[src/rtl/vlc_packer_if.sv]
// Codeword input and packed-word output bundle for vlc_packer.
// The packer sits on the slave side; the symbol source and word sink sit on the master side.
interface vlc_packer_if #(
  parameter int unsigned WORD_W  = 32,
  parameter int unsigned MAX_LEN = 16,
  parameter int unsigned LEN_W   = 5
);
  logic               iValid;
  logic [MAX_LEN-1:0] iCode;
  logic [LEN_W-1:0]   iLen;
  logic               oReady;
  logic [WORD_W-1:0]  oWord;
  logic               oWordValid;
  logic               oDone;

  modport master (
    output iValid, iCode, iLen,
    input  oReady, oWord, oWordValid, oDone
  );

  modport slave (
    input  iValid, iCode, iLen,
    output oReady, oWord, oWordValid, oDone
  );
endinterface

[src/rtl/vlc_packer.sv]
// Packs MSB-first variable-length codewords into WORD_W-bit words, one block of
// BLOCK_SYMS symbols at a time, then flushes the tail and holds oDone until iSoftRst.
module vlc_packer #(
  parameter int unsigned WORD_W     = 32,
  parameter int unsigned MAX_LEN    = 16,
  parameter int unsigned LEN_W      = 5,
  parameter int unsigned BLOCK_SYMS = 64,
  parameter int unsigned CNT_W      = 7
) (
  input  logic         iClk,
  input  logic         iRst_n,
  input  logic         iSoftRst,
  vlc_packer_if.slave  bus
);

  localparam int unsigned ACC_W  = WORD_W + MAX_LEN - 1;
  localparam int unsigned FILL_W = $clog2(ACC_W + 1);

  typedef enum logic [1:0] {RUN, FLUSH, DONE} packState_t;

  packState_t        state;
  logic [ACC_W-1:0]  acc;
  logic [FILL_W-1:0] fill;
  logic [CNT_W-1:0]  symCnt;
  logic [WORD_W-1:0] wordQ;
  logic              wordValidQ;
  logic              doneQ;

  logic              readyC;
  logic              acceptC;
  logic [LEN_W-1:0]  lenClampC;
  logic [ACC_W-1:0]  codeBitsC;
  logic [FILL_W-1:0] fillSumC;
  logic [FILL_W-1:0] shAmtC;
  logic [ACC_W-1:0]  accSumC;

  assign readyC         = (state == RUN) && !iSoftRst;
  assign acceptC        = bus.iValid && readyC;
  assign bus.oReady     = readyC;
  assign bus.oWord      = wordQ;
  assign bus.oWordValid = wordValidQ;
  assign bus.oDone      = doneQ;

  // Accumulator is MSB-aligned: new bits land directly below the current fill.
  // fill stays below WORD_W between symbols, so fill+len never exceeds ACC_W.
  always_comb begin
    lenClampC = (bus.iLen > LEN_W'(MAX_LEN)) ? LEN_W'(MAX_LEN) : bus.iLen;
    codeBitsC = ACC_W'(bus.iCode) & ~({ACC_W{1'b1}} << lenClampC);
    fillSumC  = fill + FILL_W'(lenClampC);
    shAmtC    = FILL_W'(ACC_W) - fillSumC;
    accSumC   = acc | (codeBitsC << shAmtC);
  end

  always_ff @(posedge iClk or negedge iRst_n) begin
    if (!iRst_n) begin
      state      <= RUN;
      acc        <= '0;
      fill       <= '0;
      symCnt     <= '0;
      wordQ      <= '0;
      wordValidQ <= 1'b0;
      doneQ      <= 1'b0;
    end else begin
      wordValidQ <= 1'b0;
      if (iSoftRst) begin
        // Restart drops any buffered bits without flushing them.
        state  <= RUN;
        acc    <= '0;
        fill   <= '0;
        symCnt <= '0;
        doneQ  <= 1'b0;
      end else begin
        case (state)
          RUN: begin
            if (acceptC) begin
              symCnt <= symCnt + 1'b1;
              if (fillSumC >= FILL_W'(WORD_W)) begin
                wordQ      <= accSumC[ACC_W-1 -: WORD_W];
                wordValidQ <= 1'b1;
                acc        <= accSumC << WORD_W;
                fill       <= fillSumC - FILL_W'(WORD_W);
              end else begin
                acc  <= accSumC;
                fill <= fillSumC;
              end
              if (symCnt == CNT_W'(BLOCK_SYMS - 1)) state <= FLUSH;
            end
          end
          FLUSH: begin
            if (fill != '0) begin
              wordQ      <= acc[ACC_W-1 -: WORD_W];
              wordValidQ <= 1'b1;
            end
            acc   <= '0;
            fill  <= '0;
            state <= DONE;
          end
          DONE:    doneQ <= 1'b1;
          default: state <= RUN;
        endcase
      end
    end
  end

endmodule

[src/flat_wrapper.sv]
// flat-port wrapper written by rule: the top's interface ports become plain ports
module vlc_packer_flat 
#(
  parameter int unsigned WORD_W     = 32,
  parameter int unsigned MAX_LEN    = 16,
  parameter int unsigned LEN_W      = 5,
  parameter int unsigned BLOCK_SYMS = 64,
  parameter int unsigned CNT_W      = 7
)
  (iClk, iRst_n, iSoftRst, bus_iValid, bus_iCode, bus_iLen, bus_oReady, bus_oWord, bus_oWordValid, bus_oDone);
  vlc_packer_if #(.WORD_W(WORD_W), .MAX_LEN(MAX_LEN), .LEN_W(LEN_W)) bus_i ();
  input  logic iClk;
  input  logic iRst_n;
  input  logic iSoftRst;
  input wire logic [$bits(bus_i.iValid)-1:0] bus_iValid;
  input wire logic [$bits(bus_i.iCode)-1:0] bus_iCode;
  input wire logic [$bits(bus_i.iLen)-1:0] bus_iLen;
  output wire logic [$bits(bus_i.oReady)-1:0] bus_oReady;
  output wire logic [$bits(bus_i.oWord)-1:0] bus_oWord;
  output wire logic [$bits(bus_i.oWordValid)-1:0] bus_oWordValid;
  output wire logic [$bits(bus_i.oDone)-1:0] bus_oDone;
  assign bus_i.iValid = bus_iValid;
  assign bus_i.iCode = bus_iCode;
  assign bus_i.iLen = bus_iLen;
  assign bus_oReady = bus_i.oReady;
  assign bus_oWord = bus_i.oWord;
  assign bus_oWordValid = bus_i.oWordValid;
  assign bus_oDone = bus_i.oDone;
  vlc_packer #(.WORD_W(WORD_W), .MAX_LEN(MAX_LEN), .LEN_W(LEN_W), .BLOCK_SYMS(BLOCK_SYMS), .CNT_W(CNT_W)) u_core (.iClk(iClk), .iRst_n(iRst_n), .iSoftRst(iSoftRst), .bus(bus_i));
endmodule
[config.mk]
export PLATFORM = sky130hd
export DESIGN_NAME = vlc_packer_flat
export DESIGN_NICKNAME = d
export VERILOG_FILES = /design/src/rtl/vlc_packer_if.sv /design/src/rtl/vlc_packer.sv /design/src/flat_wrapper.sv
export SDC_FILE = /design/constraint.sdc
export NUM_CORES = 1
export LEC_CHECK = 0
export BUFFER_PORTS_ARGS = -buffer_cell sky130_fd_sc_hd__clkbuf_2
export CORE_MARGIN = 2
export CORE_UTILIZATION = 55
export DETAILED_ROUTE_END_ITERATION = 10
export PLACE_DENSITY = 0.75
export SYNTH_ARGS = -nofsm -noshare
export SYNTH_HDL_FRONTEND = slang
export SYNTH_SLANG_ARGS = --single-unit
[constraint.sdc]
create_clock -name iClk -period 4.3 [get_ports iClk]
set_input_delay 0.215 -clock iClk [delete_from_list [all_inputs] [get_ports iClk]]
set_output_delay 0.215 -clock iClk [all_outputs]
set_load 0.005 [all_outputs]
# After elaboration in Yosys (flattened, before gate mapping)
# Cells that the tools add are included.
[totals] register_bits=96 wordCells=69 output_inout_bits=35
[classes] muxes=27 bitwise_logic=4 shifts=2 n_eq_ne=9 n_addsub=4 n_lt_le_gt_ge=2 n_reduce_logical=14
[ops] op="47-bit 2-to-1 mux" count=3
[ops] op="32-bit 2-to-1 mux" count=3
[ops] op="47-bit one-hot mux with 2 select lines" count=1
[ops] op="32-bit one-hot mux with 2 select lines" count=1
[ops] op="16-bit by 47-bit AND with 47-bit output" count=1
[ops] op="47-bit inverter" count=1
[ops] op="47-bit OR" count=1
[ops] op="47-bit by 5-bit << shifter with 47-bit output (first input constant)" count=1
[ops] op="47-bit by 6-bit << shifter with 47-bit output" count=1
[ops] op="7-bit 2-to-1 mux" count=3
[ops] op="6-bit 2-to-1 mux" count=3
[ops] op="6-bit one-hot mux with 2 select lines" count=1
[ops] op="2-bit nonzero test" count=4
[ops] op="7-bit by 1-bit adder with 7-bit output (second input constant)" count=1
[ops] op="7-bit by 6-bit == test with 1-bit output (second input constant)" count=1
[ops] op="6-bit by 5-bit adder with 6-bit output" count=1
[ops] op="6-bit >= comparator (second input constant)" count=1
[ops] op="1-bit 2-to-1 mux" count=6
[ops] op="2-bit 2-to-1 mux" count=3
[ops] op="2-bit one-hot mux with 3 select lines" count=1
[ops] op="6-bit nonzero test" count=1
[ops] op="6-bit subtractor (first input constant)" count=1
[ops] op="6-bit subtractor (second input constant)" count=1
[ops] op="5-bit > comparator (second input constant)" count=1
[ops] op="16 further kinds" count=20

# Depth between registers and ports, before layout
[logic_depth] depth_word=11 depth_mapped=22 ltp_nobuf=18

# Worst setup path after synthesis
# No wires, ideal clock.
[synth_timing] kind="input to register" startpoint="input port bus_iLen[4]" endpoint="register u_core.wordQ[15], in the netlist u_core.bus.oWord[15]" arrival_time_ns=4.122 stages=21 path_slack_ns=0.042 t_required_ns=4.164 path_buffers=5 cell_sequence="clkbuf_1 buf_2 nor2b_1 ha_1 ha_1 a21oi_1 a221oi_1 or3_1 clkbuf_1 and2_1 inv_1 clkbuf_1 ha_1 nand3_1 mux2i_1 a32oi_4 nand2b_4 and2_4 buf_12 a2111oi_0 nor3_1"
[synth_via] elab_chain_len=10 word_cells_on_any_way=15
[synth_rtl] item="from (decl)" line_no="flat_wrapper.sv:17" rtl="input wire logic [$bits(bus_i.iLen)-1:0] bus_iLen;"
[synth_rtl] item="5-bit > comparator" line_no="vlc_packer.sv:47" rtl="lenClampC = (bus.iLen > LEN_W'(MAX_LEN)) ? LEN_W'(MAX_LEN) : bus.iLen;"
[synth_rtl] item="5-bit 2-to-1 mux *" line_no="vlc_packer.sv:47"
[synth_rtl] item="branches (longest 8 deep; another with 6-bit by 5-bit adder with 6-bit output)"
[synth_rtl] item="to (signal assigned)" line_no="vlc_packer.sv:78" rtl="wordQ <= accSumC[ACC_W-1 -: WORD_W];"
[synth_rtl] item="to (signal assigned)" line_no="vlc_packer.sv:91" rtl="wordQ <= acc[ACC_W-1 -: WORD_W];"
[synth_rtl] item="to (decl)" line_no="vlc_packer.sv:25" rtl="logic [WORD_W-1:0] wordQ;"
# Every way passes the cells marked *. The select of a mux whose other input is x is not followed.
# A chain may end at the register's enable or synchronous reset.

# Worst setup path in the final report
[layout_timing] startpoint="register u_core.fill[0]" endpoint="register u_core.acc[45]"
[layout_via] elab_chain_len=8 word_cells_on_any_way=9
[layout_rtl] item="from (decl)" line_no="vlc_packer.sv:23" rtl="logic [FILL_W-1:0] fill;"
[layout_rtl] item="from (signal assigned)" line_no="vlc_packer.sv:81" rtl="fill <= fillSumC - FILL_W'(WORD_W);"
[layout_rtl] item="from (signal assigned)" line_no="vlc_packer.sv:84" rtl="fill <= fillSumC;"
[layout_rtl] item="6-bit by 5-bit adder with 6-bit output *" line_no="vlc_packer.sv:49" rtl="fillSumC = fill + FILL_W'(lenClampC);"
[layout_rtl] item="6-bit subtractor" line_no="vlc_packer.sv:50" rtl="shAmtC = FILL_W'(ACC_W) - fillSumC;"
[layout_rtl] item="47-bit by 6-bit << shifter with 47-bit output" line_no="vlc_packer.sv:51" rtl="accSumC = acc | (codeBitsC << shAmtC);"
[layout_rtl] item="47-bit OR" line_no="vlc_packer.sv:51"
[layout_rtl] item="47-bit 2-to-1 mux *" line_no="vlc_packer.sv:77" rtl="if (fillSumC >= FILL_W'(WORD_W)) begin"
[layout_rtl] item="47-bit 2-to-1 mux *" line_no="vlc_packer.sv:75" rtl="if (acceptC) begin"
[layout_rtl] item="47-bit one-hot mux with 2 select lines *" line_no="vlc_packer.sv:73" rtl="case (state)"
[layout_rtl] item="47-bit 2-to-1 mux *" line_no="vlc_packer.sv:65" rtl="if (iSoftRst) begin"
[layout_rtl] item="to (signal assigned)" line_no="vlc_packer.sv:80" rtl="acc <= accSumC << WORD_W;"
[layout_rtl] item="to (signal assigned)" line_no="vlc_packer.sv:83" rtl="acc <= accSumC;"
[layout_rtl] item="to (decl)" line_no="vlc_packer.sv:22" rtl="logic [ACC_W-1:0] acc;"
# Mark *: on every way between the ends. The rest lies on a longest branch, timed or not. The select of a mux whose other input is x is not followed.

==> results by group <==
Timing
  – Final Max Tran Viols: 0
  – Tcrit/Tclk final: 0.947
  – Relative slew slack: 0.448
  – Final hold viol count: 0
  – Hold WS: 190 ps
  – Setup_tns: 0 ps
  – Fin crit period: 4070 ps
  – Worst Clk Skew: 14.1 ps
  – Final setup viols: 0
  – RSZ-0062 raised after global routing: no
  – Worst Max-Slew Pin Slew: 817 ps
  – F_max: 0.246 GHz

Synth
  – Distinct cells, synth: 88
  – Mux cell area share after synthesis: 0.0620
  – Synthesized cell area: 6180 µm²
  – Adder-cell share of the synthesized area: 0.0140
  – Synth Area in Compound Gates: 0.274
  – Register area share after synthesis: 0.389
  – Synth Instances: 716
  – Area leader, netlist: dfrtp_1
  – Synth Flop Type: dfrtp_1
  – Syn nets: 747
  – Synth top cells by count: dfrtp_1 (96), nor2_1 (89), nand2_1 (72)
  – Post-synth EDFFs: 0
  – Main combinational cell family by area after synthesis: compound AO/OA/AOI/OAI gates
  – Top cells by area, synth: dfrtp_1 (39%), a21oi_1 (5.8%), nor2_1 (5.4%)
  – Syn Area/Cell: 8.63 µm²
  – Xor and xnor fraction of the mapped netlist area: 0.0138
  – FF+latch count, synth: 96
  – Post-synthesis simple-gate area fraction: 0.196
  – Share of the synthesized area in the top cell type: 0.389
  – Warnings, synthesis: 0
  – Count leader, synth: dfrtp_1
  – Async S/R FF share, synth: 1.00

Detailed routing
  – Vias: 5870
  – Post-DRT Antenna Nets: 0
  – Routed len/inst: 20.2 µm
  – Metal-1 WL: 7930 µm
  – DRT Pass-1 Iters: 5
  – Initial DRC Count: 586
  – Highest routed layer: met4
  – Metal3 WL: 1620 µm
  – Met2 WL: 8340 µm
  – Routed WL: 18500 µm
  – # DRC: 0
  – Vias per cell: 6.42

Worst setup path
  – Kind of critical path: reg -> reg
  – Startpoint Class: register
  – Setup crit end kind: register
  – Crit-path max FO: 27
  – Top delay family on crit path: simple AND/OR/NAND/NOR gates
  – Worst EP arrival: 4320 ps
  – Crit-path slowest cell: dfrtp_1
  – Largest stage delay on the critical path: 420 ps
  – CP most frequent cell: ha_1
  – Worst r2r path cells: 17
  – WP buf/inv: 3
  – Instance count on the critical path: 17
  – Cell Chain, Critical Path: ha_1 -> ha_1 -> a21oi_1 -> a221oi_1 -> or3_1 -> and2_1 -> inv_1 -> ha_1 -> nand3_1 -> mux2i_1 -> a32oi_4 -> buf_4 -> nand2_2 -> o21ai_2 -> buf_4 -> a22oi_1 -> o21ai_0
  – Required time worst endpoint: 4550 ps

Floorplanning
  – Die area: 12100 µm²
  – Row count: 38
  – Core ar.: 10900 µm²
  – DIE HEIGHT: 110 µm
  – Num ports: 60
  – Starting Density: 0.567
  – Die width: 110 µm

Cells and area
  – Layout net count: 800
  – Share of cells above drive strength 1: 0.180
  – Register area: 2400 µm²
  – Antenna Cells: 0
  – Synthesis-to-layout area growth: 10.5%
  – Final Instance Area: 6830 µm²
  – Multi-input gate area in the final layout: 3460 µm²
  – Fillers: 929

Placement
  – Placed cell area: 6600 µm²
  – HPWL after DPL: 13700 µm
  – Routability-driven placement congestion ratio: 0.970
  – Port buffer count: 59

CTS
  – Clock Latency Late Sink: 380 ps
  – H-tree depth: 3
  – Clock-pin slew on the worst setup and hold paths: 100 ps
  – Post-CTS setup buffers: 0
  – CTS tree: done
  – Clock Tree Buf Depth: 2
  – TritonCTS Buffers: 9
  – Number of clock sinks: 96
  – CTS root buffer: clkbuf_8

Min path
  – Min-delay worst type: in -> reg
  – Min-Delay Path Depth: 4

Global routing
  – GRT overflow: 0
  – Largest net degree at the start of global routing: 50
  – Total GRT Usage: 0.323
  – Initial antenna violation count: 0
  – Vias in the first global route: 5475
  – First-pass GRT wire length: 29500 µm

Power
  – Peak supply drop: 0.323 mV
  – Pleak: 3.04 nW
  – PwrDens: 414 nW/µm²

Run status
  – Status: finished, final reports clean

Job
  – Max Cap Viol: 0
==> layout by cell type, fill, tap and decap left out, drive strengths merged, types with 7 or more instances in the layout <==
master,n
nor2,90
or3,10
nor3,20
nand2b,8
a31oi,8
and2,7
a22o,8
mux2,9
buf,31
mux2i,21
a21oi,71
clkbuf,68
dfrtp,96
nand3,17
and3,8
nand2,74
inv,11
a211oi,12
nor2b,8
o21ai,62
o211ai,7
==> through the flow <==
step / setup WS, ps / utilization / std cells / power (mW)
3_3_place_gp: 289 / 0.607 / 897 / 2.17
2_1_floorplan: 42.2 / - / 716 / 1.78
5_1_grt: 13.2 / 0.627 / 914 / 3.00
4_1_cts: 288 / 0.627 / 914 / 2.82
6_report: 229 / 0.627 / 914 / 2.82
3_5_place_dp: 128 / 0.607 / 897 / 2.18
==> power by group <==
part           internal (mW)  total, mW  switching, mW
logic                  0.408       1.04          0.628
registers               1.06       1.15         0.0920
clock network          0.292      0.640          0.348
==> registers in the layout, summed over array words and instances, names as in the netlist <==
signal / cells
u_core.bus.oWordValid: 1
u_core.acc: 47
u_core.symCnt: 7
u_core.bus.oDone: 1
u_core.fill: 6
u_core.state: 2
u_core.bus.oWord: 32
==> cell families (layout without fill, tap and decap cells) <==
kind of cell,Yosys count,after routing
AND/OR/NAND/NOR,260,260
XOR/XNOR,8,8
buffers and inverters,60,118
adder cells (fa/ha/maj),7,7
flip-flops,96,96
multiplexers,33,33
AO/OA/AOI/OAI,252,252
==> tightest hold or removal path: cells and delay by family <==
family,cells,cell delay (ps)
AO/OA/AOI/OAI,1,60
buffers and inverters,1,100
AND/OR/NAND/NOR,2,170
==> layer usage <==
| metal | up-vias | GRT usage |
|---|---|---|
| met4 | 0 | 0.124 |
| met3 | 38 | 0.0694 |
| met2 | 293 | 0.489 |
| li1 | 2743 | - |
| met5 | - | 0 |
| met1 | 2796 | 0.452 |
==> final cells by class <==
cell class              instances  area share
clock buffers                  10      0.0202
inverters                      12     0.00678
repair buffers                 90      0.0781
clock inverters                 6      0.0108
well taps                     140      0.0257
multi-input cells             560       0.507
flip-flops and latches         96       0.352
==> timing repair <==
item | CTS | global route
hold buffers | 1 | 0
gates resized for setup | 0 | 2
endpoints found under the hold margin | 48 | 0
endpoints found under the setup margin | 0 | 15
==> worst paths after layout <==
kind                                         startpoint                          endpoint  slack [ps]
setup / recovery             u_core.fill[0]$_DFFE_PN0P_        u_core.acc[45]$_DFFE_PN0P_         230
hold / removal                               bus_iValid      u_core.symCnt[1]$_DFFE_PN0P_         190
setup reg to reg             u_core.fill[0]$_DFFE_PN0P_        u_core.acc[45]$_DFFE_PN0P_         230
hold reg to reg            u_core.symCnt[6]$_DFFE_PN0P_       u_core.state[0]$_DFFE_PN0P_         450
max in group asynchronous                        iRst_n  u_core.bus.oWord[19]$_DFFE_PN0P_        2830
min in group asynchronous                        iRst_n   u_core.bus.oWord[9]$_DFFE_PN0P_         410
(Power assumes the default switching activity.)
